<file path="src/rtl/rbus_arbnto1_rr.sv">
// Packet-granular round-robin arbiter for the N-to-1 rbus reduction stage.
// One requester at a time owns the output channel for a whole packet. The
// packet length comes from the owner's header word. The mux select
// (grant/grant_id) is registered. The pop strobe and end-of-packet flag are
// combinational so that they can follow downstream back-pressure in the same
// cycle.
module rbus_arbnto1_rr #(
  parameter int N  = 4,
  parameter int LW = 4,
  localparam int IDW = (N > 1) ? $clog2(N) : 1
) (
  input  logic            clk,
  input  logic            rst,
  input  logic [N-1:0]    req_vld,
  input  logic [N-1:0]    req_sof,
  input  logic [N*LW-1:0] req_len,
  input  logic            o_rdy,
  output logic [N-1:0]    grant,
  output logic [IDW-1:0]  grant_id,
  output logic            busy,
  output logic            word_stb,
  output logic            eop,
  output logic            ff_err
);

  typedef enum logic {
    S_IDLE = 1'b0,
    S_XFER = 1'b1
  } state_t;

  state_t          r_state;
  state_t          w_state_nxt;
  logic [N-1:0]    r_grant;
  logic [IDW-1:0]  r_gid;
  logic [LW-1:0]   r_cnt;
  logic [LW-1:0]   r_len;
  logic [IDW-1:0]  r_ptr;
  logic            r_err;

  logic [N-1:0]    w_req;
  logic            w_found;
  logic [IDW-1:0]  w_win;
  logic [N-1:0]    w_win_oh;
  logic [LW-1:0]   w_win_len;
  logic            w_stb;
  logic            w_last;
  logic            w_sof_err;
  logic            w_orphan;

  // Only head words that are headers can start a packet.
  assign w_req = req_vld & req_sof;

  // Round-robin search for the first header. The search starts one past the
  // last owner and wraps at N, so N does not have to be a power of two.
  always_comb begin : win_search
    logic [IDW:0] sum;
    w_found = 1'b0;
    w_win   = '0;
    sum     = '0;
    for (int i = 1; i <= N; i++) begin
      sum = {1'b0, r_ptr} + (IDW+1)'(i);
      if (sum >= (IDW+1)'(N)) begin
        sum = sum - (IDW+1)'(N);
      end
      if (!w_found && w_req[sum[IDW-1:0]]) begin
        w_found = 1'b1;
        w_win   = sum[IDW-1:0];
      end
    end
  end

  // Build the one-hot vector and select the header length of the winner.
  always_comb begin
    w_win_oh  = '0;
    w_win_len = '0;
    for (int k = 0; k < N; k++) begin
      if (IDW'(k) == w_win) begin
        w_win_oh[k] = 1'b1;
        w_win_len   = req_len[k*LW +: LW];
      end
    end
  end

  // Pop strobe and end-of-packet flag. Both are gated by the state, so an
  // asynchronous reset kills them at once.
  always_comb begin
    w_stb     = (r_state == S_XFER) && o_rdy && req_vld[r_gid];
    w_last    = w_stb && (r_cnt == '0);
    w_sof_err = w_stb && req_sof[r_gid] && (r_cnt != r_len);
    w_orphan  = (r_state == S_IDLE) && |(req_vld & ~req_sof);
  end

  // State register.
  always_ff @(posedge clk or posedge rst) begin
    if (rst) begin
      r_state <= S_IDLE;
    end else begin
      r_state <= w_state_nxt;
    end
  end

  // Next-state logic: start a packet on any header, finish it on the last word.
  always_comb begin
    w_state_nxt = r_state;
    case (r_state)
      S_IDLE: if (w_found) w_state_nxt = S_XFER;
      S_XFER: if (w_last)  w_state_nxt = S_IDLE;
      default: w_state_nxt = S_IDLE;
    endcase
  end

  // Ownership, word counter, round-robin pointer and sticky error.
  always_ff @(posedge clk or posedge rst) begin
    if (rst) begin
      r_grant <= '0;
      r_gid   <= '0;
      r_cnt   <= '0;
      r_len   <= '0;
      r_ptr   <= IDW'(N - 1);
      r_err   <= 1'b0;
    end else begin
      if (w_sof_err || w_orphan) begin
        r_err <= 1'b1;
      end
      case (r_state)
        S_IDLE: begin
          if (w_found) begin
            r_grant <= w_win_oh;
            r_gid   <= w_win;
            r_cnt   <= w_win_len;
            r_len   <= w_win_len;
          end
        end
        S_XFER: begin
          if (w_stb) begin
            if (r_cnt == '0) begin
              r_grant <= '0;
              r_gid   <= '0;
              r_ptr   <= r_gid;
            end else begin
              r_cnt <= r_cnt - 1'b1;
            end
          end
        end
        default: ;
      endcase
    end
  end

  assign grant    = r_grant;
  assign grant_id = r_gid;
  assign busy     = (r_state == S_XFER);
  assign word_stb = w_stb;
  assign eop      = w_last;
  assign ff_err   = r_err;

endmodule

</file>
<file path="config.mk">
export PLATFORM = sky130hd
export DESIGN_NAME = rbus_arbnto1_rr
export DESIGN_NICKNAME = d
export VERILOG_FILES = /design/src/rtl/rbus_arbnto1_rr.sv
export SDC_FILE = /design/constraint.sdc
export NUM_CORES = 1
export LEC_CHECK = 0
export CORE_MARGIN = 2
export CORE_UTILIZATION = 39
export DETAILED_ROUTE_END_ITERATION = 8
export MAX_ROUTING_LAYER = met4
export PLACE_DENSITY_LB_ADDON = 0.1
export SKIP_CTS_REPAIR_TIMING = 1
export SLEW_MARGIN = 20
export SYNTH_ARGS = -nofsm -noshare
export SYNTH_HDL_FRONTEND = slang
export SYNTH_SLANG_ARGS = --single-unit
</file>
<file path="constraint.sdc">
create_clock -name clk -period 3.6 [get_ports clk]
set_clock_uncertainty 0.05 [all_clocks]
set_input_delay 0.54 -clock clk [delete_from_list [all_inputs] [get_ports clk]]
set_output_delay 0.54 -clock clk [all_outputs]
set_load 0.02 [all_outputs]
</file>
-- Word-level counts from Yosys, hierarchy flattened
Index checks and enable logic that the tools add are counted.
- register bits after elaboration: 18
- memories kept: 0
- memory bits (read-only): 0
- bits in latches: 0
- RAM bits: 0
- output and inout port bits: 10
- input port bits: 27
- order comparisons: 9
- multipliers: 0
- eq/ne operators: 8
- add/subtract/negate cells: 9
- reductions and logical operators: 20
- bitwise logic cells: 4
- multiplexer cells: 47
- divide/modulo/power cells: 0
- shift-type cells: 0
- operator list (cell ; number):
    4-bit 2-to-1 mux ; 10
    2-bit 2-to-1 mux ; 11
    1-bit 2-to-1 mux ; 16
    4-bit case mux with 2 select lines ; 2
    2-bit by 3-bit less-than comparator with 1-bit output, second input constant ; 5
    1-bit binary-select mux with 2-bit select ; 6
    3-bit greater-or-equal comparator, second input constant ; 4
    1-bit logical AND ; 9
    3-bit AND reduction ; 3
    4-bit AND ; 2
    2-bit by 1-bit subtractor with 2-bit output, second input constant ; 4
    2-bit by 2-bit adder with 3-bit output, second input constant ; 2
    2-bit != test, second input constant ; 3
    2-bit == test, first input constant ; 2
    4-bit logical NOT ; 1
    4-bit != test ; 1
    4-bit inverter ; 1
    2-bit case mux with 2 select lines ; 1
    4-bit OR reduction ; 1
    4-bit by 1-bit subtractor with 4-bit output, second input constant ; 1
    2-bit by 1-bit adder with 3-bit output, second input constant ; 1
    2-bit by 3-bit adder with 3-bit output, second input constant ; 1
    1-bit logical NOT ; 3
    1-bit by 2-bit == test with 1-bit output, first input constant ; 1
    6 further kinds ; 6

-- Logic depth before layout (Yosys ltp)
- depth in word-level cells: 22
- depth in mapped cells: 7
- gate-level depth less buffers: 7

-- Worst setup path after synthesis
OpenSTA, ideal clock, no wires.
- kind: reg2out
- start: register r_gid[0], in the netlist grant_id[0]
- end: output port eop
- arrival time: 1530 ps
- cell stages (with the launch flop): 5
- required time: 3010 ps
- path slack: 1480 ps
- path through: dfrtp_1 -> mux4_2 -> and3_4 -> nor2b_4 -> buf_6
- cells in the longest elaborated chain, start to end: 4
- ends and longest elaborated chain (what ; line ; text):
    start: declaration ; 34 ; logic [IDW-1:0] r_gid;
    start signal: assignment ; 129 ; r_gid <= w_win;
    1-bit binary-select mux with 2-bit select ; 87 ; w_stb = (r_state == S_XFER) && o_rdy && req_vld[r_gid];
    1-bit 2-to-1 mux (not written as such) ; 87 ;
    1-bit logical AND ; 87 ;
    via word_stb ; 21 ; output logic word_stb,
    1-bit logical AND ; 88 ; w_last = w_stb && (r_cnt == '0);
    end: declaration ; 22 ; output logic eop,
The timed path passes the listed nets, and every way through them passes these cells. The select of a mux whose other input is x is not followed.

-- Worst setup path in the final report
- start: input port req_vld[3]
- end: output port eop
- cells in the longest elaborated chain, start to end: 4
- ends and longest elaborated chain (what ; line ; text):
    start: declaration ; 14 ; input logic [N-1:0] req_vld,
    1-bit binary-select mux with 2-bit select ; 87 ;
    1-bit 2-to-1 mux (not written as such) ; 87 ;
    1-bit logical AND ; 87 ;
    1-bit logical AND ; 88 ;
No other way between the ends. The select of a mux whose other input is x is not followed.

==> results.rst <==
.. list-table::
   :header-rows: 1

   * - Metric
     - Value
   * - Status
     - finished, final reports clean
   * - Total die area
     - 3674 um2
   * - Max capacitance violation total
     - 0
   * - R2R depth
     - 6
   * - Syn_nets
     - around 160
   * - Library cell occupying the most area in the post-synthesis netlist
     - dfrtp_1
   * - Post-detailed-placement half-perimeter wirelength
     - 2.628 mm
   * - Ys async rst share
     - 100.0%
   * - Cells traversed along the worst timing path
     - clkdlybuf4s50_1, mux4_2, and3_4, nor2b_4, clkdlybuf4s50_1
   * - WL/cell
     - between 15 and 20 um
   * - Required time of the worst setup path
     - 3010 ps
   * - Number of cells produced by synthesis
     - about 130
   * - Wire length of the first global-routing pass
     - ~5.5 mm
   * - Total number of clock tree sinks
     - 18
   * - Layer with the highest usage after global routing
     - met2
   * - Overall power after layout
     - between 0.9 and 1 mW
   * - Share of the yosys chip area belonging to registers
     - between 30% and 40%
   * - Share of the synthesized area in the top cell type
     - roughly 32%
   * - Pin count of the biggest net entering global routing
     - 19
   * - Buffer depth of the longest clock path
     - 2
   * - Clock period minus worst slack
     - ~3100 ps
   * - Total track usage
     - between 20% and 30%
   * - Slowest Stage Delay on Critical Path
     - 660 ps
   * - CP Max Fanout
     - 10
   * - Floorplan row count
     - 20
   * - Final Slew Violations
     - 0
   * - Slew of the pin with the lowest slew margin
     - 718.2 ps
   * - CP delay by family, top
     - buffers and inverters
   * - Mean post-synth cell area
     - between 9 and 10 um2
   * - Area Growth Syn to Fin
     - 34.13%
   * - Slowest stage cell, crit path
     - clkdlybuf4s50_1
   * - Vias
     - between 1k and 1.5k
   * - EDFF count, synth
     - 0
   * - Total of flip-flops plus latches after synthesis
     - 18
   * - Initial Utilization
     - about two fifths
   * - Clock input transition at the sequential cells of the worst setup and hold paths
     - between 100 and 150 ps
   * - Leading cell types by total area after synthesis
     - dfrtp_1 (32%), nand2_1 (4.8%), dfstp_2 (4.2%)
   * - Top-level I/O count
     - 37
   * - Final WS setup
     - about 450 ps
   * - Aggregate negative setup slack
     - 0 ps
   * - Router iterations before antenna repair
     - 4
   * - M3 GR Usage
     - 3.412%
   * - Drt via density
     - roughly 5.6
   * - CTS tree
     - yes
   * - Iteration-0 DRC Markers
     - 35
   * - Primary flip-flop cell chosen by synthesis mapping
     - dfrtp_1
   * - Final-stage net count
     - about 200
   * - Width of the chip
     - between 60 and 70 um
   * - Met1 capacity usage during global routing
     - 26.75%
   * - Hold Path Stages
     - 1
   * - Final antenna diode count
     - 0
   * - Number of global-route vias before repair
     - 1176
   * - Tcrit/Tclk final
     - slightly below 90%
   * - P per Cell Area
     - ~570 nW/um2
   * - Netlist area before placement
     - 1250 um2
   * - Number of routed nets with antenna violations
     - 0
   * - Total core area
     - roughly 3100 um2
   * - Min-Delay Path Class
     - reg2reg
   * - Unique masters post-synth
     - between 40 and 50
   * - Cell with the most instances on the worst path
     - clkdlybuf4s50_1
   * - Number of DRC violations after detailed routing
     - 0
   * - CTS Buf Count
     - 3
   * - WP depth
     - 5
   * - Worst Setup Slack post-DPL
     - approximately 460 ps
   * - Synth top cells by count
     - dfrtp_1 (16), nand2_1 (16), inv_1 (6), nor2_1 (6), a211oi_1 (5)
   * - Setup repair after global routing missed its margin
     - false
   * - Setup crit start kind
     - input port
   * - Crit. End Element
     - output pin
   * - Worst vdd rail ir drop
     - roughly 250 uV
   * - Count of buffering cells on the critical path with inverters included
     - 2
   * - GR met2 Demand/Resource
     - around a third
   * - Wire length after detailed routing
     - ~3.4 mm
   * - Grt ovf
     - 0
   * - Initial antenna violation count
     - 0
   * - Endpoints failing setup
     - 0
   * - Clock latency at the later pin of the worst-skew pair
     - ~300 ps
   * - Number of warnings issued by yosys
     - 0
   * - Data arrival, critical path
     - roughly 2600 ps
   * - Critical path class
     - in2out
   * - Leakage component of the power
     - ~0.66 nW
   * - Port Buffer Count
     - 36
   * - Clock tree root driver cell
     - clkbuf_4
   * - Global placer's final weighted congestion
     - 0.8975
   * - Fmax
     - 317.9 MHz
   * - Worst-case headroom to the max-slew limit
     - 51.49%
   * - Die height
     - roughly 61 um
   * - H-Tree Depth
     - 1
   * - Proportion of layout cells with a drive suffix above 1
     - between 7 and 8%
   * - Final hold vios
     - 0
==> cell type report <==
class / count / area [um2]
multi-input cells: 101 / 742.0
inverters: 6 / 22.52
flip-flops and latches: 18 / 452.9
repair buffers: 37 / 367.9
well taps: 44 / 55.05
fillers: 296 / 1376
clock buffers: 4 / 36.28
==> flip-flops by register name, indices dropped and copies added (netlist names) <==
register	cells
grant	4
r_cnt	4
r_len	4
grant_id	2
r_ptr	2
busy	1
ff_err	1
==> worst paths after layout <==
kind | end | start | slack [ps]
worst max register to register | grant[3] | r_cnt[0] | 1600
min in group asynchronous | grant_id[1] | rst | 590
worst min register to register | ff_err | ff_err | 440
max in group asynchronous | r_len[1] | rst | 2470
worst min-delay path | ff_err | ff_err | 440
worst max-delay path | eop | req_vld[3] | 450
==> cells in the final DEF, fill, tap and decap left out, types with 2 or more instances in the layout <==
master / Yosys / final
a22o_1: 3 / 3
clkbuf_4: 0 / 3
a211oi_1: 5 / 5
nand3_1: 3 / 3
nand2b_1: 3 / 3
and2_1: 4 / 4
clkdlybuf4s50_1: 0 / 36
o211ai_1: 4 / 4
inv_1: 6 / 6
o32ai_1: 2 / 2
and3_1: 3 / 3
dfrtp_1: 16 / 16
a211o_1: 3 / 3
nand2_1: 16 / 16
nor2_1: 6 / 6
a21boi_0: 3 / 3
nand4_1: 2 / 2
o22ai_1: 3 / 3
xnor2_1: 4 / 4
o31ai_1: 3 / 3
a21oi_1: 3 / 3
dfstp_2: 2 / 2
mux2i_1: 3 / 3
a21o_1: 2 / 2
o21ai_0: 4 / 4
==> where the power goes <==
group / internal, mW / switching [mW] / total, mW
Sequential: 0.285 / 0.0853 / 0.371
Combinational: 0.233 / 0.217 / 0.450
Clock: 0.0616 / 0.0666 / 0.128
Total: 0.580 / 0.369 / 0.949
==> routing by layer <==
metal / vias up / wire length [um]
li1: 571 / -
met1: 564 / 1517
met2: 39 / 1702
met3: 4 / 173
met4: 0 / 25
met5: - / 0
==> worst reg2reg max path, stage by stage, from the launching register on <==
cell and delay (ps):
dfrtp_1 430, inv_1 110, ha_1 200, or3b_2 510
nor2b_4 280, nor2_1 100, a22o_1 220
==> cells by family after synthesis <==
| logic type | share of synthesized area [%] |
|---|---|
| AOI/OAI and AO/OA | 28.43 |
| xor gates and xnor gates | 2.803 |
| adders and majority gates | 1.001 |
| buffers and inverters | 4.404 |
| DFF | 36.24 |
| muxes | 7.508 |
| and+or+nand+nor | 19.62 |
==> per-stage QoR <==
stage	utilization (%)	hold WS (ps)	instances	cell area (um2)
after CTS	54.92	450.7	210	1677
final	54.92	443.5	210	1677
after floorplan	-	419.6	129	1250
after global placement	53.73	416.7	206	1640
after detailed placement	53.73	424.5	206	1640
after global routing	54.92	463.2	210	1677
Power figures use the tool's default switching activity.
